### src/rtl/serial_rx_pkg.sv
// Shared types and constants for the serial word receiver.
// Bit-order encoding matches the dir input pin.
package serial_rx_pkg;

  typedef enum logic {
    IDLE  = 1'b0,
    SHIFT = 1'b1
  } rx_state_e;

  localparam logic DIR_MSB_FIRST = 1'b0;
  localparam logic DIR_LSB_FIRST = 1'b1;

endpackage

### src/rtl/serial_word_receiver_if.sv
// Serial-in / parallel-out bundle; master drives serial bits and ready, slave returns the word.
// Parallel side is valid/ready: q is held stable while valid is high and ready is low.
interface serial_word_receiver_if #(
  parameter int N = 8
);
  logic         dir;
  logic         start;
  logic         bit_en;
  logic         s_in;
  logic         ready;
  logic [N-1:0] q;
  logic         valid;
  logic         busy;
  logic         overrun;

  modport master (
    output dir, start, bit_en, s_in, ready,
    input  q, valid, busy, overrun
  );

  modport slave (
    input  dir, start, bit_en, s_in, ready,
    output q, valid, busy, overrun
  );
endinterface

### src/rtl/sipo_shift_core.sv
// N-bit serial-in shift register; dir selects left (bit enters LSB) or right (bit enters MSB) shift.
// sh_shifted is the value the register takes on an enabled edge, so a caller can capture the final word in the same cycle.
module sipo_shift_core
  import serial_rx_pkg::*;
#(
  parameter int N = 8
) (
  input  logic         clock,
  input  logic         reset,
  input  logic         clr,
  input  logic         en,
  input  logic         dir,
  input  logic         s_in,
  output logic [N-1:0] sh_shifted
);

  logic [N-1:0] sh_q;
  logic [N-1:0] sh_d;

  always_comb begin
    if (dir == DIR_LSB_FIRST) begin
      sh_shifted = {s_in, sh_q[N-1:1]};
    end else begin
      sh_shifted = {sh_q[N-2:0], s_in};
    end
  end

  always_comb begin
    sh_d = sh_q;
    if (clr) begin
      sh_d = '0;
    end else if (en) begin
      sh_d = sh_shifted;
    end
  end

  always_ff @(posedge clock) begin
    if (reset) begin
      sh_q <= '0;
    end else begin
      sh_q <= sh_d;
    end
  end

endmodule

### src/rtl/serial_word_receiver.sv
// Frames N serial bits after a start strobe into a word on a valid/ready port; q/valid update on the final bit's edge.
// A word completing while the previous one is still unconsumed is dropped and sets the sticky overrun flag.
module serial_word_receiver
  import serial_rx_pkg::*;
#(
  parameter int N = 8
) (
  input  logic                   clock,
  input  logic                   reset,
  serial_word_receiver_if.slave  rx
);

  localparam int              CNT_W    = (N > 2) ? $clog2(N) : 1;
  localparam logic [CNT_W-1:0] CNT_LAST = CNT_W'(N - 1);

  rx_state_e        state_q, state_d;
  logic [CNT_W-1:0] cnt_q, cnt_d;
  logic             dir_q, dir_d;
  logic [N-1:0]     word_q, word_d;
  logic             valid_q, valid_d;
  logic             busy_q, busy_d;
  logic             overrun_q, overrun_d;

  logic             sh_clr;
  logic             sh_en;
  logic [N-1:0]     sh_shifted;

  sipo_shift_core #(
    .N (N)
  ) u_shift (
    .clock      (clock),
    .reset      (reset),
    .clr        (sh_clr),
    .en         (sh_en),
    .dir        (dir_q),
    .s_in       (rx.s_in),
    .sh_shifted (sh_shifted)
  );

  always_comb begin
    state_d   = state_q;
    cnt_d     = cnt_q;
    dir_d     = dir_q;
    word_d    = word_q;
    valid_d   = valid_q;
    overrun_d = overrun_q;
    sh_clr    = 1'b0;
    sh_en     = 1'b0;

    if (valid_q && rx.ready) begin
      valid_d = 1'b0;
    end

    unique case (state_q)
      IDLE: begin
        if (rx.start) begin
          state_d = SHIFT;
          cnt_d   = '0;
          dir_d   = rx.dir;
          sh_clr  = 1'b1;
        end
      end
      SHIFT: begin
        // start outranks bit_en: a colliding bit belongs to the aborted word
        if (rx.start) begin
          cnt_d  = '0;
          dir_d  = rx.dir;
          sh_clr = 1'b1;
        end else if (rx.bit_en) begin
          sh_en = 1'b1;
          if (cnt_q == CNT_LAST) begin
            state_d = IDLE;
            cnt_d   = '0;
            if (!valid_q || rx.ready) begin
              word_d  = sh_shifted;
              valid_d = 1'b1;
            end else begin
              overrun_d = 1'b1;
            end
          end else begin
            cnt_d = cnt_q + CNT_W'(1);
          end
        end
      end
      default: state_d = IDLE;
    endcase

    busy_d = (state_d == SHIFT);
  end

  always_ff @(posedge clock) begin
    if (reset) begin
      state_q   <= IDLE;
      cnt_q     <= '0;
      dir_q     <= DIR_MSB_FIRST;
      word_q    <= '0;
      valid_q   <= 1'b0;
      busy_q    <= 1'b0;
      overrun_q <= 1'b0;
    end else begin
      state_q   <= state_d;
      cnt_q     <= cnt_d;
      dir_q     <= dir_d;
      word_q    <= word_d;
      valid_q   <= valid_d;
      busy_q    <= busy_d;
      overrun_q <= overrun_d;
    end
  end

  assign rx.q       = word_q;
  assign rx.valid   = valid_q;
  assign rx.busy    = busy_q;
  assign rx.overrun = overrun_q;

endmodule
### src/flat_wrapper.sv
// flat-port wrapper written by rule: the top's interface ports become plain ports
module serial_word_receiver_flat import serial_rx_pkg::*;
#(
  parameter int N = 8
)
  (clock, reset, rx_dir, rx_start, rx_bit_en, rx_s_in, rx_ready, rx_q, rx_valid, rx_busy, rx_overrun);
  serial_word_receiver_if #(.N(N)) rx_i ();
  input  logic clock;
  input  logic reset;
  input wire logic [$bits(rx_i.dir)-1:0] rx_dir;
  input wire logic [$bits(rx_i.start)-1:0] rx_start;
  input wire logic [$bits(rx_i.bit_en)-1:0] rx_bit_en;
  input wire logic [$bits(rx_i.s_in)-1:0] rx_s_in;
  input wire logic [$bits(rx_i.ready)-1:0] rx_ready;
  output wire logic [$bits(rx_i.q)-1:0] rx_q;
  output wire logic [$bits(rx_i.valid)-1:0] rx_valid;
  output wire logic [$bits(rx_i.busy)-1:0] rx_busy;
  output wire logic [$bits(rx_i.overrun)-1:0] rx_overrun;
  assign rx_i.dir = rx_dir;
  assign rx_i.start = rx_start;
  assign rx_i.bit_en = rx_bit_en;
  assign rx_i.s_in = rx_s_in;
  assign rx_i.ready = rx_ready;
  assign rx_q = rx_i.q;
  assign rx_valid = rx_i.valid;
  assign rx_busy = rx_i.busy;
  assign rx_overrun = rx_i.overrun;
  serial_word_receiver #(.N(N)) u_core (.clock(clock), .reset(reset), .rx(rx_i));
endmodule
### config.mk
export PLATFORM = sky130hd
export DESIGN_NAME = serial_word_receiver_flat
export DESIGN_NICKNAME = d
export VERILOG_FILES = /design/src/rtl/serial_rx_pkg.sv /design/src/rtl/serial_word_receiver_if.sv /design/src/rtl/sipo_shift_core.sv /design/src/rtl/serial_word_receiver.sv /design/src/flat_wrapper.sv
export SDC_FILE = /design/constraint.sdc
export NUM_CORES = 1
export LEC_CHECK = 0
export ABC_AREA = 0
export BUFFER_PORTS_ARGS = -buffer_cell sky130_fd_sc_hd__buf_2
export CAP_MARGIN = 25
export CORE_MARGIN = 10
export CORE_UTILIZATION = 57
export CTS_BUF_LIST = sky130_fd_sc_hd__clkbuf_8
export DETAILED_ROUTE_END_ITERATION = 16
export PLACE_DENSITY = 0.91
export SLEW_MARGIN = 20
export SYNTH_ARGS = -nofsm -noshare
export SYNTH_HDL_FRONTEND = slang
export SYNTH_HIERARCHICAL = 1
export SYNTH_SLANG_ARGS = --single-unit
### constraint.sdc
create_clock -name clock -period 1.3 [get_ports clock]
set_input_delay 0.26 -clock clock [delete_from_list [all_inputs] [get_ports clock]]
set_output_delay 0.26 -clock clock [all_outputs]
set_load 0.05 [all_outputs]
* After elaboration in Yosys (flattened, before gate mapping)
Cells that the tools add are included.
Word-level totals: bits of input ports 7, register bits 23
Cells by class: add/subtract/negate cells 1, equal/unequal tests 3, reduce and logical (&&, ||, !) cells 7, bitwise operators 3, muxes and demuxes 21
Operators with widths (number):
- 2-to-1 mux 1 bit | 14
- 2-to-1 mux 3 bit | 4
- AND reduction 5 bit | 2
- 2-to-1 mux 8 bit | 1
- one-hot mux 3 bit (2 select lines) | 1
- adder 3 x 1 -> 3 bit (second input constant) | 1
- == test 3 bit (second input constant) | 1
- != test 3 bit (second input constant) | 1
- inverter 1 bit | 3
- != test 2 bit (second input constant) | 1
- one-hot mux 1 bit (2 select lines) | 1
- AND reduction 2 bit | 1
- OR reduction 2 bit | 1
- logical AND 1 bit | 1
- logical NOT 1 bit | 1
- logical OR 1 bit | 1

* Logic depth before layout (Yosys ltp)
Gate-level depths: netlist of the first run.
word-level depth 7, depth in mapped cells 5, mapped depth without buffers 5

* Modules after synthesis
The synthesis of the first run kept the hierarchy.
Modules (own cells, without submodules):
- serial_word_receiver | cells an instance 67, instances 1, area each 668.1 um^2
- sipo_shift_core | cells an instance 45, instances 1, area each 401.6 um^2

* Least setup slack after synthesis of the first run
No wires, ideal clock.
path kind flip-flop to flip-flop, start point reg u_core/rx.busy (netlist name), end point reg u_core.u_shift.sh_q[4], buffers on the path 2, slack -230 ps, arrival time 1445 ps, stages on the path, launching flop included 6, data required time 1214 ps, cell sequence dfxtp_1 -> and3b_2 -> clkbuf_2 -> buf_4 -> nor2_1 -> a211oi_1
RTL lines:
- end signal: assignment | line sipo_shift_core.sv:39 | sh_q <= '0;
- end signal: assignment | line sipo_shift_core.sv:41 | sh_q <= sh_d;
- end: declaration | line sipo_shift_core.sv:17 | logic [N-1:0] sh_q;

* Worst setup path in the final report of the first run
start point reg u_core.cnt_q[0], end point reg u_core.word_q[2] (netlist: u_core/rx.q[2])
On the way: word-level cells in the longest chain between the ends 2
RTL lines:
- start: declaration | line serial_word_receiver.sv:17 | logic [CNT_W-1:0] cnt_q, cnt_d;
- start signal: assignment | line serial_word_receiver.sv:102 | cnt_q <= cnt_d;
- == test 3 bit | line serial_word_receiver.sv:71 | if (cnt_q == CNT_LAST) begin
- AND reduction 5 bit (no source line)
- end signal: assignment | line serial_word_receiver.sv:104 | word_q <= word_d;
- end: declaration | line serial_word_receiver.sv:19 | logic [N-1:0] word_q, word_d;
No other way between the ends. A chain may end at the register's enable or synchronous reset.

==> insert_results.sql, run 1 <==
INSERT INTO impl_metrics (metric_group, metric, value, unit) VALUES
('outcome', 'outcome', 'finished, final reports clean', ''),
('timing', 'timing.hold.ws', '234', 'ps'),
('clock_network', 'clk-insertion-delay-late', '260', 'ps'),
('grt', 'global_route.usage.met1', '12.3', '%'),
('clock_network', 'tritoncts_clock_tree', 'done', ''),
('critical_path', 'critPathCaptureType', 'register', ''),
('power', 'leak_pwr', '0.557', 'nW'),
('floorplanning', 'die_h', '63.3', 'um'),
('layout', 'nets', '143', ''),
('timing', 'worst_margin_slew', '279', 'ps'),
('timing', 'final-setup-viol-count', '0', ''),
('min_path', 'worstHoldPathType', 'input pin to register', ''),
('grt', 'met2_layer_usage_reported_by_global_route', '18.6', '%'),
('drt', 'wirelength', '2060', 'um'),
('clock_network', 'cts-root-to-sink-buffers', '2', ''),
('timing', 'timing.clock.skew', '2.21', 'ps'),
('grt', 'gr-usage-met3', '2.83', '%'),
('critical_path', 'criticalPathCategory', 'register to register', ''),
('drt', 'detailedRoute.firstIterationViolations', '17', ''),
('timing', 'relSlewSlack', '81.4', '%'),
('floorplanning', 'fp.coreArea', '0.00175', 'sq mm'),
('placed_design', 'port_buffers', '17', ''),
('grt', 'grt-busiest-layer', 'met2', ''),
('yosys', 'synth_cell_type_count', '19', ''),
('critical_path', 'worst-r2r-cell-count', '4', ''),
('timing', 'finalHoldViolCount', '0', ''),
('timing', 'finalWorstSetupSlack', '107', 'ps'),
('drt', 'routed_via_density', '5.03', ''),
('yosys', 'synth.net_count', '122', ''),
('layout', 'post_route_cells_drive_above_1_share', '26.5', '%'),
('drt', 'dr_total_vias', '790', ''),
('yosys', 'synth.cell_area', '0.00107', 'sq mm'),
('min_path', 'min_delay_worst_endpoint', 'u_core/dir_q', ''),
('floorplanning', 'design.die.area', '0.00401', 'sq mm'),
('timing', 'grt_setup_unrepaired', 'false', ''),
('drt', 'antenna_violating_nets_post_route', '0', ''),
('floorplanning', 'initial_core_util', '61.3', '%'),
('placed_design', 'routabilityCongestion', '0.767', ''),
('grt', 'grt_usage', '10.9', '%'),
('layout', 'area_growth_syn_to_fin', '17.1', '%'),
('grt', 'largest_net_degree_at_the_start_of_global_routing', '24', ''),
('power', 'design_power_total', '1.25', 'mW'),
('timing', 'slew_viol_final', '0', ''),
('timing', 'layout_worst_path_cycle_share', '91.8', '%'),
('clock_network', 'ctsHoldBuffers', '0', ''),
('yosys', 'synth.ff_latch_count', '23', ''),
('drt', 'wl_per_cell', '13.1', 'um'),
('run', 'maxCapViolations', '0', ''),
('grt', 'vias_in_the_first_global_route', '814', ''),
('critical_path', 'setup.reg_to_reg.worst_slack', '110', 'ps'),
('drt', 'drt_first_pass_iters', '4', ''),
('floorplanning', 'die_w', '63.3', 'um'),
('power', 'ir_worst_vdd', '0.669', 'mV'),
('critical_path', 'critical_path.reg2reg.endpoint', 'u_core/rx.q[2]', ''),
('drt', 'drc_violations', '0', ''),
('clock_network', 'htree_num_levels', '1', ''),
('floorplanning', 'placement_rows', '15', ''),
('power', 'power-per-cell-area', '1000', 'mW/mm^2'),
('yosys', 'synth-warning-count', '6', ''),
('placed_design', 'dp_slack', '-137', 'ps'),
('clock_network', 'cts.reportedPaths.clkPinSlew', '80', 'ps'),
('critical_path', 'critical_path_required', '1490', 'ps'),
('clock_network', 'cts.repair_timing.setup_buffer_count', '0', ''),
('timing', 'final_period_minus_worst_setup_slack', '1190', 'ps'),
('critical_path', 'worst-endpoint-arrival', '1390', 'ps'),
('yosys', 'seq_area_frac_synth', '43.0', '%'),
('grt', 'wire_length_of_the_first_global_routing_pass', '3640', 'um'),
('clock_network', 'cts.root.buffer_cell', 'sky130_fd_sc_hd__clkbuf_8', ''),
('critical_path', 'crit_path_start_kind', 'register', ''),
('grt', 'overflow', '0', ''),
('timing', 'timing.fmax', '0.838', 'GHz'),
('grt', 'antenna_found_initial', '0', ''),
('layout', 'antenna_cells_inserted', '0', ''),
('floorplanning', 'ios', '18', ''),
('placed_design', 'place.detailed.hpwl', '1550', 'um'),
('yosys', 'synthesis.area_per_instance', '9.55', 'sq um'),
('yosys', 'syn-instance-count', '112', ''),
('clock_network', 'clock_sink_count', '23', ''),
('clock_network', 'cts_made_buffers', '3', ''),
('min_path', 'min_delay_path_depth', '3', ''),
('critical_path', 'worst_path_max_fanout', '8', ''),
('min_path', 'hold_path_startpoint', 'rx_dir', ''),
('critical_path', 'regToRegStartpoint', 'u_core/cnt_q[0]', '');
[synth_stat cells (all sizes together)]
cell	number	area share, %
clkbuf	3	1.2
nand2	3	1.1
and3b	1	0.94
a21oi	3	1.4
and3	1	0.59
nor2	12	4.2
inv	9	3.2
nor3	3	1.4
mux2i	19	18
and4b	1	0.94
ha	3	3.5
nand2b	17	9.9
or2	1	0.59
buf	4	3.9
a41oi	1	0.82
dfxtp	23	43
a211oi	8	5.6
[how the worst max path moves through the flow]
stage	cells after the start	slack [ps]	endpoint	start
2_1_floorplan	5	60	u_core/u_shift/sh_q[4]	u_core/rx.busy
5_1_grt	4	10	u_core/rx.q[0]	u_core/cnt_q[0]
6_report	4	110	u_core/rx.q[2]	u_core/cnt_q[0]
3_3_place_gp	4	-40	u_core/rx.q[1]	u_core/cnt_q[0]
3_5_place_dp	4	-140	u_core/rx.q[1]	u_core/cnt_q[0]
4_1_cts	4	0.3	u_core/rx.q[1]	u_core/cnt_q[0]
[what timing repair did]
item,in CTS,in global routing
pin swaps,0,1
gates resized for setup,1,7
endpoints found under the hold margin,0,0
endpoints found under the setup margin,8,9
[cell type report]
| type | count | area [sq um] |
|---|---|---|
| Tap cell | 25 | 31.3 |
| Timing Repair Buffer | 23 | 130 |
| Multi-Input combinational cell | 73 | 544 |
| Clock inverter | 1 | 3.75 |
| Fill cell | 122 | 493 |
| Inverter | 9 | 33.8 |
| Clock buffer | 3 | 41.3 |
| Sequential cell | 23 | 468 |
[where the power goes]
part,switching (mW),internal [mW],leakage (nW)
logic,0.0582,0.0465,0.342
registers,0.00744,0.713,0.188
clock network,0.217,0.211,0.0269
[cells in the final DEF (no fill, tap or decap), drive strengths merged]
cell,count
dfxtp,23
buf,23
mux2i,19
nand2b,17
nor2,12
inv,10
a211oi,8
clkbuf,3
nand2,3
a21oi,3
nor3,3
ha,3
and3b,1
a41oi,1
and3,1
and4b,1
or2,1
[per-layer routing]
layer,up-vias,share of wire (%)
met1,353,46
met4,0,0.58
li1,417,-
met3,2,5.1
met5,-,0
met2,18,48
[worst max-delay path, cell delays in order (launching register included)]
cell                      delay [ps]
sky130_fd_sc_hd__dfxtp_2         360
sky130_fd_sc_hd__ha_4            140
sky130_fd_sc_hd__ha_2            160
sky130_fd_sc_hd__and3_4          270
sky130_fd_sc_hd__mux2i_1         190
[logic make-up (layout without fill, tap and decap cells)]
group                    after synthesis  in the layout  synth area share [%]
buffers and inverters                 16             36                  8.19
flip-flops                            23             23                  43.0
adder cells (fa/ha/maj)                3              3                  3.51
AO/OA/AOI/OAI                         12             12                  7.84
multiplexers                          19             19                  17.8
AND/OR/NAND/NOR                       39             39                  19.6
[through the flow]
step	cell area [sq um]	setup TNS [ps]	utilization, %	instances
global placement	1180	-335	67.7	153
finish	1250	0	71.8	157
detailed placement	1180	-926	67.7	153
CTS	1230	0	70.4	157
floorplan	1070	0	-	112
global route	1250	0	71.8	157
[registers in the layout (all words and copies together), names as in the netlist]
signal / count
u_core/rx.valid: 1
u_core/dir_q: 1
u_core/rx.q: 8
u_core/rx.overrun: 1
u_core/rx.busy: 1
u_core/cnt_q: 3
u_core/u_shift/sh_q: 8
No activity file was read; power rests on OpenSTA's default activity.
==> inputs of run 2 (changes only) <==
--- a/config.mk
+++ b/config.mk
@@ -9,10 +9,10 @@
 export BUFFER_PORTS_ARGS = -buffer_cell sky130_fd_sc_hd__buf_2
 export CAP_MARGIN = 25
 export CORE_MARGIN = 10
-export CORE_UTILIZATION = 57
-export CTS_BUF_LIST = sky130_fd_sc_hd__clkbuf_8
+export CORE_UTILIZATION = 53
 export DETAILED_ROUTE_END_ITERATION = 16
-export PLACE_DENSITY = 0.91
+export PLACE_DENSITY = 0.86
+export SETUP_SLACK_MARGIN = 0.1
 export SLEW_MARGIN = 20
 export SYNTH_ARGS = -nofsm -noshare
 export SYNTH_HDL_FRONTEND = slang
==> run 2 against run 1 <==
  * Via count up 3.7%
  * Die area grew 5.1%
  * Core utilization fell by 3.9 points
  * Critical path type unchanged
  * Critical endpoint unchanged
  * Largest cell class unchanged
  * Highest routed layer unchanged
==> insert_results.sql, run 2 (synthesized netlist as in run 1, its figures left out) <==
INSERT INTO impl_metrics (metric_group, metric, value, unit) VALUES
('clock_network', 'cts_made_buffers', '3', ''),
('clock_network', 'clock_sink_count', '23', ''),
('grt', 'vias_in_the_first_global_route', '821', ''),
('run', 'maxCapViolations', '0', ''),
('critical_path', 'critical_path.slowest_cell', 'sky130_fd_sc_hd__dfxtp_2', ''),
('clock_network', 'clk-insertion-delay-late', '320', 'ps'),
('drt', 'wirelength', '2310', 'um'),
('timing', 'finalHoldViolCount', '0', ''),
('placed_design', 'place.detailed.hpwl', '1550', 'um'),
('clock_network', 'ctsHoldBuffers', '0', ''),
('critical_path', 'critPathMostFrequentCell', 'sky130_fd_sc_hd__ha_4', ''),
('clock_network', 'cts.reportedPaths.clkPinSlew', '120', 'ps'),
('clock_network', 'tritoncts_clock_tree', 'done', ''),
('clock_network', 'htree_num_levels', '1', ''),
('grt', 'overflow', '0', ''),
('layout', 'area_growth_syn_to_fin', '23.2', '%'),
('timing', 'final-setup-viol-count', '0', ''),
('placed_design', 'routabilityCongestion', '0.731', ''),
('floorplanning', 'die_w', '64.9', 'um'),
('floorplanning', 'initial_core_util', '55.1', '%'),
('floorplanning', 'ios', '18', ''),
('placed_design', 'post-place-cells', '155', ''),
('critical_path', 'criticalPathCategory', 'register to register', ''),
('drt', 'drc_violations', '0', ''),
('timing', 'slew_viol_final', '0', ''),
('floorplanning', 'die_h', '64.9', 'um'),
('layout', 'layout_commonest_cell', 'sky130_fd_sc_hd__dfxtp_1', ''),
('layout', 'antenna_cells_inserted', '0', ''),
('clock_network', 'cts.root.buffer_cell', 'sky130_fd_sc_hd__clkbuf_4', ''),
('grt', 'grt_usage', '11.1', '%'),
('power', 'power-per-cell-area', '884', 'mW/mm^2'),
('grt', 'wire_length_of_the_first_global_routing_pass', '3840', 'um'),
('layout', 'most-common-layout-cells', 'sky130_fd_sc_hd__dfxtp_1, sky130_fd_sc_hd__mux2i_1, sky130_fd_sc_hd__nand2b_1, sky130_fd_sc_hd__buf_4, sky130_fd_sc_hd__nor2_1', ''),
('timing', 'final_period_minus_worst_setup_slack', '1250', 'ps'),
('power', 'leak_pwr', '0.556', 'nW'),
('critical_path', 'worstPathCellList', 'ha_4 -> ha_4 -> and3_4 -> buf_12 -> mux2i_2', ''),
('drt', 'dr_total_vias', '819', ''),
('floorplanning', 'placement_rows', '16', ''),
('grt', 'largest_net_degree_at_the_start_of_global_routing', '24', ''),
('timing', 'relSlewSlack', '81.2', '%'),
('critical_path', 'worst-endpoint-arrival', '1500', 'ps'),
('layout', 'instances_no_fill', '160', ''),
('critical_path', 'worst-path-buf-inv', '1', ''),
('timing', 'grt_setup_unrepaired', 'true', ''),
('critical_path', 'worst_path_max_fanout', '8', ''),
('power', 'ir_worst_vdd', '0.764', 'mV'),
('critical_path', 'timing.critical_path.max_delay_family', 'flip-flops', ''),
('drt', 'antenna_violating_nets_post_route', '0', ''),
('critical_path', 'crit_path_start_kind', 'register', ''),
('layout', 'nets', '144', ''),
('timing', 'timing.fmax', '0.801', 'GHz'),
('outcome', 'outcome', 'finished, final reports clean', ''),
('timing', 'layout_worst_path_cycle_share', '96.0', '%'),
('timing', 'finalWorstSetupSlack', '52.0', 'ps'),
('drt', 'detailedRoute.firstIterationViolations', '34', ''),
('critical_path', 'critPathCaptureType', 'register', ''),
('clock_network', 'cts-root-to-sink-buffers', '2', ''),
('placed_design', 'port_buffers', '17', ''),
('floorplanning', 'fp.coreArea', '0.00194', 'sq mm'),
('drt', 'routed_via_density', '5.12', ''),
('floorplanning', 'design.die.area', '0.00422', 'sq mm'),
('drt', 'wl_per_cell', '14.4', 'um'),
('critical_path', 'cpPeakStageDelay', '380', 'ps'),
('timing', 'worst_margin_slew', '274', 'ps'),
('critical_path', 'critical_path_required', '1550', 'ps'),
('min_path', 'worstHoldPathType', 'input pin to register', ''),
('layout', 'post_route_cells_drive_above_1_share', '29.3', '%'),
('placed_design', 'dp_slack', '-7.21', 'ps'),
('timing', 'timing.clock.skew', '3.03', 'ps'),
('drt', 'drt_first_pass_iters', '4', ''),
('grt', 'antenna_found_initial', '0', '');
## run 2: changes by cell type in the layout (fill, tap and decap cells not counted), sizes merged
cell and delta:
clkbuf +4, buf -3, clkinv +1, inv -1
## run 2: worst reg2reg max path, cell delays in order, from the launching register on
cell                      delay, ps
sky130_fd_sc_hd__dfxtp_2        380
sky130_fd_sc_hd__ha_4           170
sky130_fd_sc_hd__ha_4           130
sky130_fd_sc_hd__and3_4         180
sky130_fd_sc_hd__buf_12         130
sky130_fd_sc_hd__mux2i_2        200
## run 2: what timing repair did
| item | CTS | global route |
|---|---|---|
| resized for setup | 10 | 15 |
| endpoints found under the setup margin | 13 | 20 |
| pin swaps | 1 | 1 |
| endpoints found under the hold margin | 0 | 0 |
| buffers inserted | 1 | 0 |
## run 2: worst paths after layout
check	cells past startpoint	startpoint	end	slack [ps]
setup / recovery	5	u_core/cnt_q[1]	u_core/rx.q[2]	50
hold / removal	3	rx_dir	u_core/dir_q	190
setup reg to reg	5	u_core/cnt_q[1]	u_core/rx.q[2]	50
hold reg to reg	2	u_core/rx.q[5]	u_core/rx.q[5]	490
## run 2: per-stage QoR
step | cell area [sq um] | hold slack, ps | total power, mW | util, % | TNS, ps
after floorplan | 1090 | 339 | 0.815 | - | 0
after global placement | 1200 | 452 | 0.835 | 61.8 | 0
after detailed placement | 1200 | 458 | 0.838 | 61.8 | -9.56
after CTS | 1270 | 188 | 1.16 | 65.7 | 0
after global routing | 1320 | 188 | 1.21 | 67.8 | -14.0
final | 1320 | 186 | 1.16 | 67.8 | 0
## run 2: cell type report
class                           instances  area [sq um]
Clock buffer                            3          22.5
Clock inverter                          1          5.00
Fill cell                             155           624
Inverter                                9          33.8
Multi-Input combinational cell         73           573
Sequential cell                        23           468
Tap cell                               27          33.8
Timing Repair Buffer                   24           181
## run 2: where the power goes
part	internal, mW	switching [mW]
registers	0.714	0.00745
clock network	0.115	0.217
logic	0.0489	0.0615
## run 2: routing by layer
metal  share of wire [%]  vias to the layer above  track usage, %  wire length, um
met4                 1.6                        0            5.35               38
li1                    -                      417               -                -
met3                 5.0                        6            3.09              115
met2                  47                       22            17.2             1090
met1                  46                      374            13.8             1060
met5                   0                        -               0                0
